===== src/rtl/mem_ctrl_arb.sv =====
// mem_ctrl_arb: arbitrates the instruction-fetch port and the load/store port
// onto a single byte-wide RAM. Each access is serialised into byte beats;
// read bytes are reassembled little-endian and sign/zero extended.
//
// Ports:
//   clock, reset (async, active-low)
//   if_req/if_addr            -> if_done/if_data        fetch port (full width)
//   mem_read/mem_write/mem_addr/mem_len/mem_signed/mem_wdata
//                             -> mem_done/mem_rdata     load/store port
//   busy                      high in RD, WR, DONE
//   ram_rw/ram_addr/ram_w_data/ram_r_data               byte RAM, 1-cycle read
//
// Optional build macro MEM_CTRL_IBUF_EN adds a one-entry fetch buffer
// {valid, address, word}; a hit completes in one cycle without RAM traffic.
//
// state | meaning
// IDLE  | waiting for a request; the only state in which a grant is made
// RD    | read beats, then capture of the last byte
// WR    | write beats, one byte per cycle
// DONE  | one-cycle done pulse on the granted port
module mem_ctrl_arb #(
  parameter int ADDR_WIDTH = 32,
  parameter int DATA_BYTES = 4
) (
  input  logic                    clock,
  input  logic                    reset,
  input  logic                    if_req,
  input  logic [ADDR_WIDTH-1:0]   if_addr,
  output logic                    if_done,
  output logic [8*DATA_BYTES-1:0] if_data,
  input  logic                    mem_read,
  input  logic                    mem_write,
  input  logic [ADDR_WIDTH-1:0]   mem_addr,
  input  logic [3:0]              mem_len,
  input  logic                    mem_signed,
  input  logic [8*DATA_BYTES-1:0] mem_wdata,
  output logic                    mem_done,
  output logic [8*DATA_BYTES-1:0] mem_rdata,
  output logic                    busy,
  output logic                    ram_rw,
  output logic [ADDR_WIDTH-1:0]   ram_addr,
  output logic [7:0]              ram_w_data,
  input  logic [7:0]              ram_r_data
);

  localparam int CW = $clog2(DATA_BYTES) + 1;

  typedef enum logic [1:0] {IDLE, RD, WR, DONE} state_t;

  state_t state, state_nxt;

  logic [CW-1:0]                 cnt, len_q, eff_len, cnt_m1;
  logic [ADDR_WIDTH-1:0]         base_q;
  logic                          sign_q, fetch_q;
  logic [DATA_BYTES-1:0][7:0]    wdata_q, rbuf, rd_word;
  logic                          gnt_wr, gnt_rd, gnt_if, hit, fill, rd_last;

`ifdef MEM_CTRL_IBUF_EN
  logic                          ibuf_valid;
  logic [ADDR_WIDTH-1:0]         ibuf_addr;
  logic [8*DATA_BYTES-1:0]       ibuf_word;
`endif

  // A zero-length mem request is never granted and does not block a fetch.
  assign gnt_wr = mem_write && (mem_len != 4'd0);
  assign gnt_rd = mem_read && !mem_write && (mem_len != 4'd0);
  assign gnt_if = if_req && !gnt_wr && !gnt_rd;

`ifdef MEM_CTRL_IBUF_EN
  assign hit = gnt_if && ibuf_valid && (if_addr == ibuf_addr);
`else
  assign hit = 1'b0;
`endif

  assign eff_len = (mem_len > 4'(DATA_BYTES)) ? CW'(DATA_BYTES) : CW'(mem_len);
  assign cnt_m1  = cnt - CW'(1);
  assign rd_last = (state == RD) && (cnt == len_q);

  // Final read word: earlier bytes from rbuf, last byte straight off the RAM
  // bus in the capture cycle, the rest filled with the extension bit.
  assign fill = sign_q & ram_r_data[7];
  always_comb begin
    rd_word = '0;
    for (int i = 0; i < DATA_BYTES; i++) begin
      if (i < int'(len_q) - 1)       rd_word[i] = rbuf[i];
      else if (i == int'(len_q) - 1) rd_word[i] = ram_r_data;
      else                           rd_word[i] = {8{fill}};
    end
  end

  always_ff @(posedge clock or negedge reset) begin
    if (!reset) state <= IDLE;
    else        state <= state_nxt;
  end

  always_comb begin
    state_nxt  = state;
    ram_rw     = 1'b0;
    ram_addr   = '0;
    ram_w_data = '0;
    case (state)
      IDLE: begin
        if (gnt_wr)      state_nxt = WR;
        else if (gnt_rd) state_nxt = RD;
        else if (hit)    state_nxt = DONE;
        else if (gnt_if) state_nxt = RD;
      end
      RD: begin
        // cnt == len_q is the capture-only cycle; no address is driven.
        if (cnt != len_q) ram_addr = base_q + ADDR_WIDTH'(cnt);
        else              state_nxt = DONE;
      end
      WR: begin
        ram_rw     = 1'b1;
        ram_addr   = base_q + ADDR_WIDTH'(cnt);
        ram_w_data = wdata_q[cnt[CW-2:0]];
        if (cnt == len_q - CW'(1)) state_nxt = DONE;
      end
      DONE: state_nxt = IDLE;
      default: state_nxt = IDLE;
    endcase
  end

  assign busy     = (state != IDLE);
  assign if_done  = (state == DONE) && fetch_q;
  assign mem_done = (state == DONE) && !fetch_q;

  always_ff @(posedge clock or negedge reset) begin
    if (!reset) begin
      cnt        <= '0;
      len_q      <= '0;
      base_q     <= '0;
      sign_q     <= 1'b0;
      fetch_q    <= 1'b0;
      wdata_q    <= '0;
      rbuf       <= '0;
      if_data    <= '0;
      mem_rdata  <= '0;
`ifdef MEM_CTRL_IBUF_EN
      ibuf_valid <= 1'b0;
      ibuf_addr  <= '0;
      ibuf_word  <= '0;
`endif
    end else begin
      case (state)
        IDLE: begin
          cnt <= '0;
          if (gnt_wr || gnt_rd) begin
            base_q  <= mem_addr;
            len_q   <= eff_len;
            sign_q  <= mem_signed;
            wdata_q <= mem_wdata;
            fetch_q <= 1'b0;
          end else if (gnt_if) begin
            base_q  <= if_addr;
            len_q   <= CW'(DATA_BYTES);
            sign_q  <= 1'b0;
            fetch_q <= 1'b1;
          end
`ifdef MEM_CTRL_IBUF_EN
          if (gnt_wr) ibuf_valid <= 1'b0;
          if (hit)    if_data    <= ibuf_word;
`endif
        end
        RD: begin
          cnt <= cnt + CW'(1);
          if (cnt != '0) rbuf[cnt_m1[CW-2:0]] <= ram_r_data;
          if (rd_last) begin
            if (fetch_q) if_data   <= rd_word;
            else         mem_rdata <= rd_word;
`ifdef MEM_CTRL_IBUF_EN
            if (fetch_q) begin
              ibuf_valid <= 1'b1;
              ibuf_addr  <= base_q;
              ibuf_word  <= rd_word;
            end
`endif
          end
        end
        WR: cnt <= cnt + CW'(1);
        default: cnt <= '0;
      endcase
    end
  end

endmodule


===== config.mk =====
export PLATFORM = sky130hd
export DESIGN_NAME = mem_ctrl_arb
export DESIGN_NICKNAME = d
export VERILOG_FILES = /design/src/rtl/mem_ctrl_arb.sv
export SDC_FILE = /design/constraint.sdc
export NUM_CORES = 1
export LEC_CHECK = 0
export BUFFER_PORTS_ARGS = -buffer_cell sky130_fd_sc_hd__clkbuf_2
export CORE_MARGIN = 2
export CORE_UTILIZATION = 46
export CTS_CLUSTER_DIAMETER = 40
export CTS_CLUSTER_SIZE = 25
export DETAILED_ROUTE_END_ITERATION = 10
export PLACE_DENSITY = 0.7
export SYNTH_ARGS = -nofsm -noshare
export SYNTH_HDL_FRONTEND = slang
export SYNTH_SLANG_ARGS = --single-unit

===== constraint.sdc =====
create_clock -name clock -period 3.9 [get_ports clock]
set_input_delay 1.17 -clock clock [delete_from_list [all_inputs] [get_ports clock]]
set_output_delay 1.17 -clock clock [all_outputs]
set_load 0.03 [all_outputs]

After elaboration in Yosys (flattened, before gate mapping):

Cells that the tools add are included.

* add/subtract/negate cells: 5
* $lt $le $gt $ge: 8
* multiplexer cells: 33
* reduce and logical (&&, ||, !) cells: 27
* bitwise logic cells: 2
* eq/ne operators: 12

Operators with widths (number)
* $mux 32: 3
* $mux 8: 11
* $pmux 32 s2: 1
* $add 32x3->32: 1
* $bwmux 32: 1
* $logic_not 32->1: 1
* $bmux 8 s2: 1
* $demux 8 s2: 1
* $mux 3: 4
* $mux 2: 5
* $logic_and 1x1->1: 9
* $reduce_and 3->1: 3
* $eq 3x4->1 const A: 2
* $lt 3x4->1 const A: 2
* $pmux 2 s4: 1
* $eq 3x3->1: 2
* $lt 2x3->1 const B: 2
* $reduce_and 2->1: 3
* $mux 1: 5
* $eq 2x2->1 const B: 2
* $eq 2x4->1 const A: 1
* $gt 4x3->1 const B: 1
* $logic_not 1->1: 4
* $lt 1x4->1 const A: 1
* 18 further kinds: 20

* bits of input ports: 114
* output and inout bits: 108
* register bits after elaboration: 170
* word-level logic and storage cells: 103

Longest topological paths before layout:

Gate-level depths: netlist (run 1).

* depth in word-level cells: 9
* depth in mapped cells: 13

Least setup slack after synthesis (run 1):

OpenSTA, ideal clock, no wires.

* kind: register to output
* start: register cnt[1]
* end: output port ram_addr[26]
* slack: -55 ps
* data arrival time: 2785 ps
* stages on the path, launching flop included: 9
* cell sequence: dfrtp_1 -> buf_2 -> inv_1 -> fa_1 -> nor2b_1 -> buf_2 -> o2111ai_1 -> or4_1 -> a21oi_1

* cells in the longest elaborated chain, start to end: 3
* elaborated cells on any way between the ends: 4
* those cells by class: add/sub: 1; eq/ne: 1; mux: 2

Ends and longest elaborated chain
* from (decl): line 52 `logic [CW-1:0] cnt, len_q, eff_len, cnt_m1;`
* from (signal assigned): line 166 `cnt <= cnt + CW'(1);`
* from (signal assigned): line 180 `WR: cnt <= cnt + CW'(1);`
* $add 32x3->32 or $ne 3x3->1 (tied branches): line 110, 115
* $mux 32: line 110 `if (cnt != len_q) ram_addr = base_q + ADDR_WIDTH'(cnt);`
* $pmux 32 s2 *: line 101 `case (state)`
* to (decl): line 41 `output logic [ADDR_WIDTH-1:0] ram_addr,`

Every way passes the cells marked *; elsewhere a longest branch is shown, timed or not.

Final worst setup path (run 1):

* start: register cnt[2]
* end: output port ram_addr[25]

The elaborated chain is that of the path after synthesis.

==> impl_metrics.csv, run 1 <==
group,metric,value,unit
setup_path,reg2reg_to,"if_data[3]",
floorplanning,chipWidth,144,um
yosys,yosys-mux-area-fraction,20.0,%
global_routing,grt_first_pass_wirelength,35400,um
floorplanning,io_pins,222,
global_routing,groute.layer.met1.usage,30.2,%
yosys,synth_compound_gate_area_share,13.6,%
global_routing,grt_use_met3,5.26,%
yosys,synth-xor-area-share,2.31,%
drt,drt_wl_total,22400,um
sta,max_slew_violations,0,
min_path,hold_path.class,"flop to flop",
placed_design,detailedPlace.worstSlack,0.207,ns
floorplanning,floorplan.core_area,19300,um2
final_layout,area_growth_syn_to_layout,24.6,%
final_layout,final_cells,1282,
clock_network,clockBufferDepth,2,
setup_path,critical_path.max_fanout,5,
min_path,hold_path_startpoint,"if_data[30]",
sta,timing.final.crit_period,3.79,ns
global_routing,first_global_vias,6701,
drt,detail_route.drc_violations,0,
sta,worst_pin_slew,0.738,ns
drt,routed_via_density,5.53,
placed_design,globalplace.congestion,0.833,
yosys,syn-num-nets,922,
power,p_leak,5.06,nW
setup_path,critical_path_start_type,"flop",
yosys,most_used_flip_flop_cell_after_synthesis,"sky130_fd_sc_hd__dfrtp_1",
yosys,synth_area,8970,um2
clock_network,clkSlewWorstSetupHoldPaths,0.07,ns
final_layout,layout_cells_sized_above_1,43.8,%
sta,fin_hold_ws,0.474,ns
drt,drt_pre_antenna_iters,4,
sta,setup_ws,0.110,ns
sta,slew-limit-headroom,50.8,%
yosys,ys_async_sr_fraction,100,%
drt,final_antenna_net_count,0,
yosys,synth_enable_flop_cells,0,
global_routing,grt.overflow.total,0,
power,worst_ir_drop_vdd,0.451,mV
drt,drt_iter0_markers,441,
yosys,synth_cell_type_count,64,
job,max_cap_viol_count,0,
global_routing,grt_antenna_before_repair,0,
yosys,synth-seq-area-share,47.4,%
global_routing,grt_use_met2,34.4,%
clock_network,clock_latency,0.43,ns
floorplanning,floorplan.rows,51,
clock_network,clk_root_buffer_cell,"sky130_fd_sc_hd__clkbuf_16",
outcome,status,"finished, final reports clean",
drt,via_count,7093,
drt,routed_wire_length_per_instance,17.5,um
sta,setup-violations-final,0,
sta,clock-skew-final,0.0159,ns
clock_network,tritoncts.num_buffers,17,
setup_path,ff2ff_setup_slack,0.93,ns
placed_design,placed_cells,1246,
floorplanning,die_height,144,um
clock_network,cts_tree,"done",
yosys,netlist_instances,789,
sta,min_period_over_period,97.2,%
yosys,ys.warnings.count,0,
yosys,postSynthRegisterBits,170,
sta,final-hold-violation-count,0,
setup_path,critical_path.endpoint_type,"primary output",
placed_design,port_buffers,221,
power,cellPowerDensity,948,nW/um2
yosys,synth_top_family_by_area,"multiplexers",
floorplanning,die_area,20600,um2
yosys,synthesized_area_divided_by_synthesized_cell_count,11.4,um2
clock_network,htree_num_levels,4,
yosys,synth_simple_gate_area_share,10.8,%
setup_path,worst-r2r-cell-count,10,
global_routing,grt.busiest_layer,"met2",
setup_path,cp-endpoint,"ram_addr[25]",
global_routing,grt_max_degree,81,
setup_path,class_of_the_most_critical_setup_path,"flop to primary output",
clock_network,cts_hold_repair.buffers,0,
placed_design,detailedPlacementHpwl,15800,um
sta,max_freq,0.264,GHz
floorplanning,initial_utilization,46.6,%
final_layout,antenna-diode-count,0,
yosys,synth_fa_ha_area_share,2.73,%
setup_path,cp.required,2.73,ns
setup_path,crit_arrival,2.62,ns
final_layout,utilization,58.0,%
final_layout,finish.net_count,1137,
clock_network,clock-sinks,170,
power,finalPower,10.6,mW
setup_path,crit_path_start,"cnt[2]",
setup_path,critical_register_to_register_path_startpoint,"len_q[0]",
global_routing,gr-usage-all-layers,22.0,%
## critical path, cell delays in order (launching register included)
cell and delay (ns):
sky130_fd_sc_hd__dfrtp_1 0.41, sky130_fd_sc_hd__ha_4 0.30, sky130_fd_sc_hd__a21oi_2 0.09, sky130_fd_sc_hd__a2111o_1 0.51, sky130_fd_sc_hd__or4_1 0.55, sky130_fd_sc_hd__a21oi_2 0.15, sky130_fd_sc_hd__buf_4 0.17
## sequential cells by signal (all words and copies together) (netlist names), 2 cells and up
register and count:
rbuf 32, state 2, mem_rdata 32, cnt 3, if_data 32, len_q 3, wdata_q 32, base_q 32
## cell usage after synthesis, drive strengths merged (2+ instances only)
library cell / instances / area [um2]
nand4: 13 / 96.3
or3: 6 / 38.8
mux2: 132 / 1490
and4: 9 / 80.1
nor2: 54 / 203
nor4: 2 / 18.8
o21ai: 25 / 129
nor3: 4 / 36.3
a21oi: 43 / 230
nor2b: 7 / 43.8
a211o: 7 / 61.3
o21a: 2 / 15.0
o211ai: 4 / 30.0
nand3: 6 / 30.0
inv: 19 / 71.3
a22o: 15 / 131
clkbuf: 25 / 93.8
mux2i: 13 / 130
o2111ai: 4 / 35.0
a32o: 2 / 20.0
nand2b: 2 / 12.5
and3: 3 / 20.0
or2: 2 / 12.5
ha: 18 / 225
a31oi: 2 / 25.0
a311oi: 7 / 61.3
or4: 8 / 60.1
buf: 21 / 110
o31ai: 38 / 285
and2: 15 / 93.8
xnor2: 13 / 114
a211oi: 15 / 113
mux4: 8 / 180
dfrtp: 170 / 4250
xor2: 8 / 70.1
nand2: 52 / 195
nand3b: 2 / 15.0
o41ai: 2 / 25.0
## layout by cell type (no fill, tap or decap), types with 6 or more instances in the layout
master                        n
sky130_fd_sc_hd__buf_4       22
sky130_fd_sc_hd__ha_1        15
sky130_fd_sc_hd__xor2_1       8
sky130_fd_sc_hd__dfrtp_1    170
sky130_fd_sc_hd__a211oi_1    15
sky130_fd_sc_hd__mux2_2     132
sky130_fd_sc_hd__clkbuf_16   17
sky130_fd_sc_hd__a21oi_1     36
sky130_fd_sc_hd__mux4_2       8
sky130_fd_sc_hd__clkbuf_2   211
sky130_fd_sc_hd__a21oi_2      7
sky130_fd_sc_hd__and2_1      14
sky130_fd_sc_hd__a22o_1      15
sky130_fd_sc_hd__and4_1       8
sky130_fd_sc_hd__nor2b_1      6
sky130_fd_sc_hd__o21ai_0     23
sky130_fd_sc_hd__a211o_1      7
sky130_fd_sc_hd__xnor2_1     13
sky130_fd_sc_hd__nand4_1     12
sky130_fd_sc_hd__nor2_1      53
sky130_fd_sc_hd__mux2i_1     13
sky130_fd_sc_hd__a311oi_1     7
sky130_fd_sc_hd__or4_1        7
sky130_fd_sc_hd__o31ai_1     38
sky130_fd_sc_hd__inv_1       18
sky130_fd_sc_hd__nand2_1     52
## how the worst min path moves through the flow
stage / to / slack (ns) / depth (start not counted)
after detailed placement: mem_rdata[19] / 0.47 / 2
after global placement: mem_rdata[20] / 0.46 / 2
after floorplan: wdata_q[16] / 0.48 / 1
after CTS: if_data[30] / 0.48 / 2
final: if_data[30] / 0.47 / 2
after global routing: if_data[26] / 0.50 / 2
## layout make-up
| type | count | area (um2) |
|---|---|---|
| Fill cell | 1701 | 8090 |
| Multi-Input combinational cell | 555 | 4570 |
| Sequential cell | 170 | 4250 |
| Timing Repair Buffer | 241 | 1330 |
| Clock buffer | 18 | 439 |
| Tap cell | 265 | 332 |
| Clock inverter | 14 | 183 |
| Inverter | 19 | 71.3 |
## through the flow
stage | TNS (ns) | area, um2
after floorplan | 0 | 8980
after global placement | 0 | 10400
after detailed placement | 0 | 10400
after CTS | 0 | 11100
after global routing | -0.00284 | 11200
final | 0 | 11200
## power by group
group,internal (mW),switching (mW)
combinational,2.16,3.34
clock,1.04,0.742
sequential,2.63,0.681
total,5.83,4.76
## per-layer routing
metal	vias to the layer above	wire (um)
met4	0	451
met1	3479	10200
li1	3356	-
met3	33	1240
met2	225	10500
met5	-	0
## cell families after synthesis
logic type	count (synthesis)
and+or+nand+nor	187
AOI/OAI and AO/OA	173
DFF	170
muxes	153
buffers and inverters	65
xor gates and xnor gates	22
adders and majority gates	19
## repair_timing
| item | in CTS | in global routing |
|---|---|---|
| endpoints found under the setup margin | 9 | 11 |
| hold endpoints to repair | 0 | 0 |
| pin swaps | 1 | 3 |
| buffers inserted | 0 | 3 |
| cloned | 1 | 0 |
| gates resized for setup | 10 | 28 |
No activity file was read; power rests on OpenSTA's default activity.
==> run 2: changes to the inputs <==
--- a/config.mk
+++ b/config.mk
@@ -5,6 +5,7 @@
 export SDC_FILE = /design/constraint.sdc
 export NUM_CORES = 1
 export LEC_CHECK = 0
+export ABC_CLOCK_PERIOD_IN_PS = 3900
 export BUFFER_PORTS_ARGS = -buffer_cell sky130_fd_sc_hd__clkbuf_2
 export CORE_MARGIN = 2
 export CORE_UTILIZATION = 46
==> constraint.sdc (replaced) <==
create_clock -name clock -period 3.9 [get_ports clock]
set_input_delay 0.78 -clock clock [delete_from_list [all_inputs] [get_ports clock]]
set_output_delay 0.78 -clock clock [all_outputs]
set_load 0.03 [all_outputs]
==> impl_metrics.csv, run 2 (same netlist as run 1, synthesis figures left out) <==
group,metric,value,unit
outcome,status,"finished, final reports clean",
final_layout,area_growth_syn_to_layout,22.2,%
power,cellPowerDensity,946,nW/um2
final_layout,commonest_non_fill_non_tap_cell_in_the_layout,"sky130_fd_sc_hd__clkbuf_2",
global_routing,grt_use_met3,5.76,%
sta,worst_pin_slew,1.09,ns
final_layout,finish.net_count,1130,
floorplanning,die_height,144,um
setup_path,critical_path.max_fanout,8,
setup_path,crit_arrival,2.99,ns
global_routing,grt.overflow.total,0,
power,cellInternalPower,5.67,mW
final_layout,nFillCells,1726,
global_routing,grt.busiest_layer,"met2",
min_path,hold_path.class,"flop to flop",
global_routing,grt_max_degree,120,
sta,max_slew_violations,0,
final_layout,utilization,56.9,%
power,p_leak,4.98,nW
floorplanning,floorplan.rows,51,
clock_network,clock_latency,0.42,ns
drt,detail_route.drc_violations,0,
power,finalPower,10.4,mW
global_routing,grt_use_met2,33.6,%
placed_design,detailedPlacementHpwl,15600,um
power,portion_of_total_power_attributed_to_sequential_cells,32.1,%
global_routing,grt_antenna_before_repair,2,
sta,timing.final.crit_period,3.77,ns
clock_network,clock-sinks,170,
setup_path,max_stage_delay,0.60,ns
clock_network,clockBufferDepth,2,
power,comb_power_share,51.4,%
clock_network,clkSlewWorstSetupHoldPaths,0.07,ns
global_routing,groute.layer.met1.usage,30.9,%
setup_path,ff2ff_setup_slack,1.10,ns
clock_network,clk_root_buffer_cell,"sky130_fd_sc_hd__clkbuf_16",
final_layout,layout_cells_sized_above_1,42.4,%
setup_path,class_of_the_most_critical_setup_path,"flop to primary output",
sta,slew-limit-headroom,27.5,%
setup_path,crit_chain,"ha_1 > nand3_2 > a2111o_2 > or4_1 > a21oi_1 > clkbuf_2",
drt,drt_iter0_markers,424,
clock_network,htree_num_levels,4,
drt,via_count,7077,
floorplanning,io_pins,222,
power,sw_share,45.3,%
sta,final-hold-violation-count,0,
clock_network,cts_tree,"done",
drt,drt_pre_antenna_iters,5,
final_layout,layout.cells.most_common_list,"sky130_fd_sc_hd__clkbuf_2, sky130_fd_sc_hd__dfrtp_1, sky130_fd_sc_hd__mux2_2",
sta,grt_setup_unrepaired,"no",
sta,max_freq,0.265,GHz
drt,routed_wire_length_per_instance,17.5,um
global_routing,first_global_vias,6838,
power,clkPwrFrac,16.5,%
setup_path,critical_path_start_type,"flop",
sta,clock-skew-final,0.0127,ns
clock_network,post_cts.repair.setup_buffers,0,
floorplanning,initial_utilization,46.6,%
floorplanning,floorplan.core_area,19300,um2
power,worst_ir_drop_vdd,0.508,mV
sta,min_period_over_period,96.6,%
sta,setup-violations-final,0,
placed_design,globalplace.congestion,0.836,
setup_path,critPathSlowestCell,"sky130_fd_sc_hd__a2111o_2",
drt,routed_via_density,5.54,
clock_network,tritoncts.num_buffers,17,
sta,fin_hold_ws,0.476,ns
global_routing,gr-usage-all-layers,22.0,%
drt,drt_wl_total,22400,um
placed_design,placed_standard_cell_area,10300,um2
floorplanning,die_area,20600,um2
job,max_cap_viol_count,0,
setup_path,critical_path.endpoint_type,"primary output",
global_routing,grt_first_pass_wirelength,35700,um
final_layout,post-route-cell-area,11000,um2
setup_path,cp.required,3.12,ns
floorplanning,chipWidth,144,um
sta,totalNegativeSetupSlack,0,ns
drt,final_antenna_net_count,0,
placed_design,port_buffers,221,
power,power.net_switching,4.69,mW
-- run 2: metal layers --
layer	vias up	share of wire, %
li1	3376	-
met1	3430	46
met2	236	46
met3	33	5.9
met4	2	1.9
met5	-	0.058
-- run 2: path summary, 6_finish.rpt --
path | end | start | cells after the start
max reg2reg | if_data[2] | len_q[0] | 9
max in group asynchronous | base_q[16] | reset | 2
min | mem_rdata[17] | mem_rdata[17] | 2
max | ram_addr[25] | cnt[2] | 6
min in group asynchronous | if_data[26] | reset | 1
min reg2reg | mem_rdata[17] | mem_rdata[17] | 2
-- run 2: what timing repair did --
action | CTS | global route
resized for setup | 0 | 4
endpoints found under the setup margin | 0 | 10
hold buffers | 0 | 0
-- run 2: cell type report --
type	count	area (um2)	area share [%]
inverters	19	71.3	0.650
flip-flops and latches	170	4260	38.8
well taps	265	332	3.02
diodes	2	5.00	0.0456
clock buffers	21	460	4.20
multi-input cells	555	4500	41.0
repair buffers	234	1210	11.0
clock inverters	11	135	1.23
-- run 2: power by group through the flow --
| stage | combinational, mW | clock, mW | sequential, mW |
|---|---|---|---|
| after global placement | 5.23 | 0 | 3.31 |
| after detailed placement | 5.32 | 0 | 3.34 |
| after global routing | 5.82 | 1.83 | 3.46 |
| final | 5.33 | 1.71 | 3.33 |
| after floorplan | 3.44 | 0 | 3.73 |
| after CTS | 5.34 | 1.76 | 3.32 |
-- run 2: through the flow --
stage          cells  setup slack [ns]
3_3_place_gp    1242             0.513
6_report        1277             0.132
2_1_floorplan    789             0.335
4_1_cts         1274            0.0282
5_1_grt         1276           0.00202
3_5_place_dp    1242             0.501
-- run 2: worst max-delay path: cells and delay by family (launching register included) --
family / cells / cell delay, ns
compound gates: 2 / 0.77
simple gates: 2 / 0.72
flops: 1 / 0.48
fa+ha+maj: 1 / 0.36
buf+inv: 1 / 0.23
==> run 3: changes to the inputs <==
==> config.mk (replaced) <==
export PLATFORM = sky130hd
export DESIGN_NAME = mem_ctrl_arb
export DESIGN_NICKNAME = d
export VERILOG_FILES = /design/src/rtl/mem_ctrl_arb.sv
export SDC_FILE = /design/constraint.sdc
export NUM_CORES = 1
export LEC_CHECK = 0
export ABC_CLOCK_PERIOD_IN_PS = 3050
export BUFFER_PORTS_ARGS = -buffer_cell sky130_fd_sc_hd__clkbuf_2
export CORE_MARGIN = 3
export CORE_UTILIZATION = 46
export CTS_CLUSTER_DIAMETER = 40
export CTS_CLUSTER_SIZE = 25
export DETAILED_ROUTE_END_ITERATION = 10
export PLACE_DENSITY = 0.73
export SYNTH_ARGS = -nofsm -noshare
export SYNTH_HDL_FRONTEND = slang
export SYNTH_SLANG_ARGS = --single-unit
==> constraint.sdc (replaced) <==
create_clock -name clock -period 3.05 [get_ports clock]
set_input_delay 0.61 -clock clock [delete_from_list [all_inputs] [get_ports clock]]
set_output_delay 0.61 -clock clock [all_outputs]
set_load 0.03 [all_outputs]
==> impl_metrics.csv, run 3 (same netlist as run 1, synthesis figures left out) <==
group,metric,value,unit
outcome,status,"finished with violations",
outcome,violations,"setup timing",
setup_path,class_of_the_most_critical_setup_path,"flop to primary output",
final_layout,finish.net_count,1158,
floorplanning,io_pins,222,
sta,max_freq,0.306,GHz
clock_network,clkSlewWorstSetupHoldPaths,0.07,ns
floorplanning,initial_utilization,47.3,%
global_routing,grt_max_degree,63,
final_layout,layout_cells_sized_above_1,48.4,%
placed_design,placed_cells,1253,
sta,grt_setup_unrepaired,"yes",
clock_network,htree_num_levels,4,
sta,slew-limit-headroom,41.4,%
job,max_cap_viol_count,0,
floorplanning,die_height,146,um
final_layout,layout.cells.most_common_list,"sky130_fd_sc_hd__clkbuf_2, sky130_fd_sc_hd__dfrtp_1, sky130_fd_sc_hd__mux2_2",
sta,setup_ws,-0.221,ns
setup_path,critical_path_start_type,"flop",
setup_path,cp.required,2.44,ns
sta,setup-violations-final,15,
setup_path,critical_path.max_fanout,5,
final_layout,post-route-cell-area,11700,um2
floorplanning,floorplan.core_area,19000,um2
clock_network,clock-sinks,170,
setup_path,critical_path.endpoint_type,"primary output",
drt,drt_pre_antenna_iters,5,
placed_design,detailedPlacementHpwl,16300,um
sta,max_slew_violations,0,
sta,timing.final.crit_period,3.27,ns
drt,routed_via_density,5.65,
drt,detail_route.drc_violations,0,
power,worst_ir_drop_vdd,0.642,mV
clock_network,clockBufferDepth,2,
drt,via_count,7342,
placed_design,port_buffers,221,
global_routing,grt.busiest_layer,"met2",
floorplanning,chipWidth,146,um
floorplanning,floorplan.rows,50,
power,cellPowerDensity,1220,nW/um2
final_layout,area_growth_syn_to_layout,30.1,%
drt,drt_wl_total,23400,um
global_routing,gr-usage-all-layers,22.0,%
power,p_leak,5.24,nW
sta,min_period_over_period,107,%
sta,worst_pin_slew,0.877,ns
global_routing,grt.overflow.total,0,
clock_network,cts_tree,"done",
final_layout,final_cells,1299,
placed_design,detailedPlace.worstSlack,0.0304,ns
final_layout,ff_latch_area,4260,um2
placed_design,placed_standard_cell_area,10600,um2
clock_network,clk_root_buffer_cell,"sky130_fd_sc_hd__clkbuf_16",
global_routing,grt_use_met2,34.7,%
power,finalPower,14.2,mW
drt,routed_wire_length_per_instance,18.0,um
clock_network,clock_latency,0.43,ns
final_layout,commonest_non_fill_non_tap_cell_in_the_layout,"sky130_fd_sc_hd__clkbuf_2",
drt,final_antenna_net_count,0,
setup_path,crit_arrival,2.66,ns
global_routing,grt_use_met3,6.17,%
global_routing,grt_first_pass_wirelength,38100,um
drt,drt_iter0_markers,383,
sta,final-hold-violation-count,0,
global_routing,grt_antenna_before_repair,3,
final_layout,nFillCells,1480,
placed_design,globalplace.congestion,0.830,
final_layout,multi_input_area,4750,um2
clock_network,tritoncts.num_buffers,17,
global_routing,first_global_vias,7207,
global_routing,groute.layer.met1.usage,29.8,%
min_path,hold_path.class,"input port to asynchronous set/reset pin",
sta,clock-skew-final,0.00890,ns
floorplanning,die_area,21200,um2
run 3: cell types whose count changed in the layout (fill, tap and decap cells not counted), sizes merged:
cell,previous run,this run
a2111o,2,1
buf,14,60
bufinv,2,1
clkbuf,241,220
clkinv,2,6
clkinvlp,2,0
diode,2,1
inv,24,27
run 3: path summary, 6_finish.rpt:
check / startpoint / end / slack [ns] / cells after the start
setup / recovery: base_q[2] / ram_addr[25] / -0.22 / 6
hold / removal: reset / if_data[25] / 0.15 / 1
setup reg to reg: len_q[0] / if_data[0] / 0.33 / 9
hold reg to reg: mem_rdata[20] / mem_rdata[20] / 0.48 / 2
max in group asynchronous: reset / base_q[14] / 2.12 / 2
min in group clock: mem_wdata[23] / wdata_q[23] / 0.41 / 2
run 3: cell type report:
type	instances	area share (%)
clock buffer	17	3.64
tap	260	2.79
multi-input combinational	554	40.7
sequential	170	36.5
inverter	19	0.611
clock inverter	15	1.53
antenna	1	0.0214
timing repair buffer	263	14.2
run 3: timing repair:
action / 4_1_cts / 5_1_grt
hold buffers: 0 / 0
setup buffers: 9 / 5
pin swaps: 23 / 13
endpoints found under the setup margin: 20 / 31
gates resized for setup: 51 / 71
gates cloned: 0 / 1
run 3: routing by layer:
metal	vias up	routed length, um
li1	3406	-
met1	3607	10100
met2	284	11100
met3	41	1710
met4	4	510
met5	-	23
run 3: where the power goes:
part | internal, mW | switching (mW) | leakage (nW)
registers | 3.37 | 0.911 | 1.99
logic | 3.22 | 4.49 | 2.95
clock network | 1.18 | 1.03 | 0.297
run 3: through the flow:
stage          hold WS [ns]  setup TNS (ns)  util (%)
3_3_place_gp          0.462               0      55.7
4_1_cts               0.157           -1.51      60.4
2_1_floorplan         0.314         -0.0868         -
5_1_grt               0.184           -2.95      61.6
3_5_place_dp          0.467               0      55.7
6_report              0.146           -1.69      61.6
run 3: critical path: stages, from the launching register on:
cell	delay, ns
sky130_fd_sc_hd__dfrtp_1	0.42
sky130_fd_sc_hd__ha_4	0.31
sky130_fd_sc_hd__a21oi_2	0.08
sky130_fd_sc_hd__a2111o_1	0.55
sky130_fd_sc_hd__or4_1	0.53
sky130_fd_sc_hd__a21oi_2	0.18
sky130_fd_sc_hd__buf_6	0.16
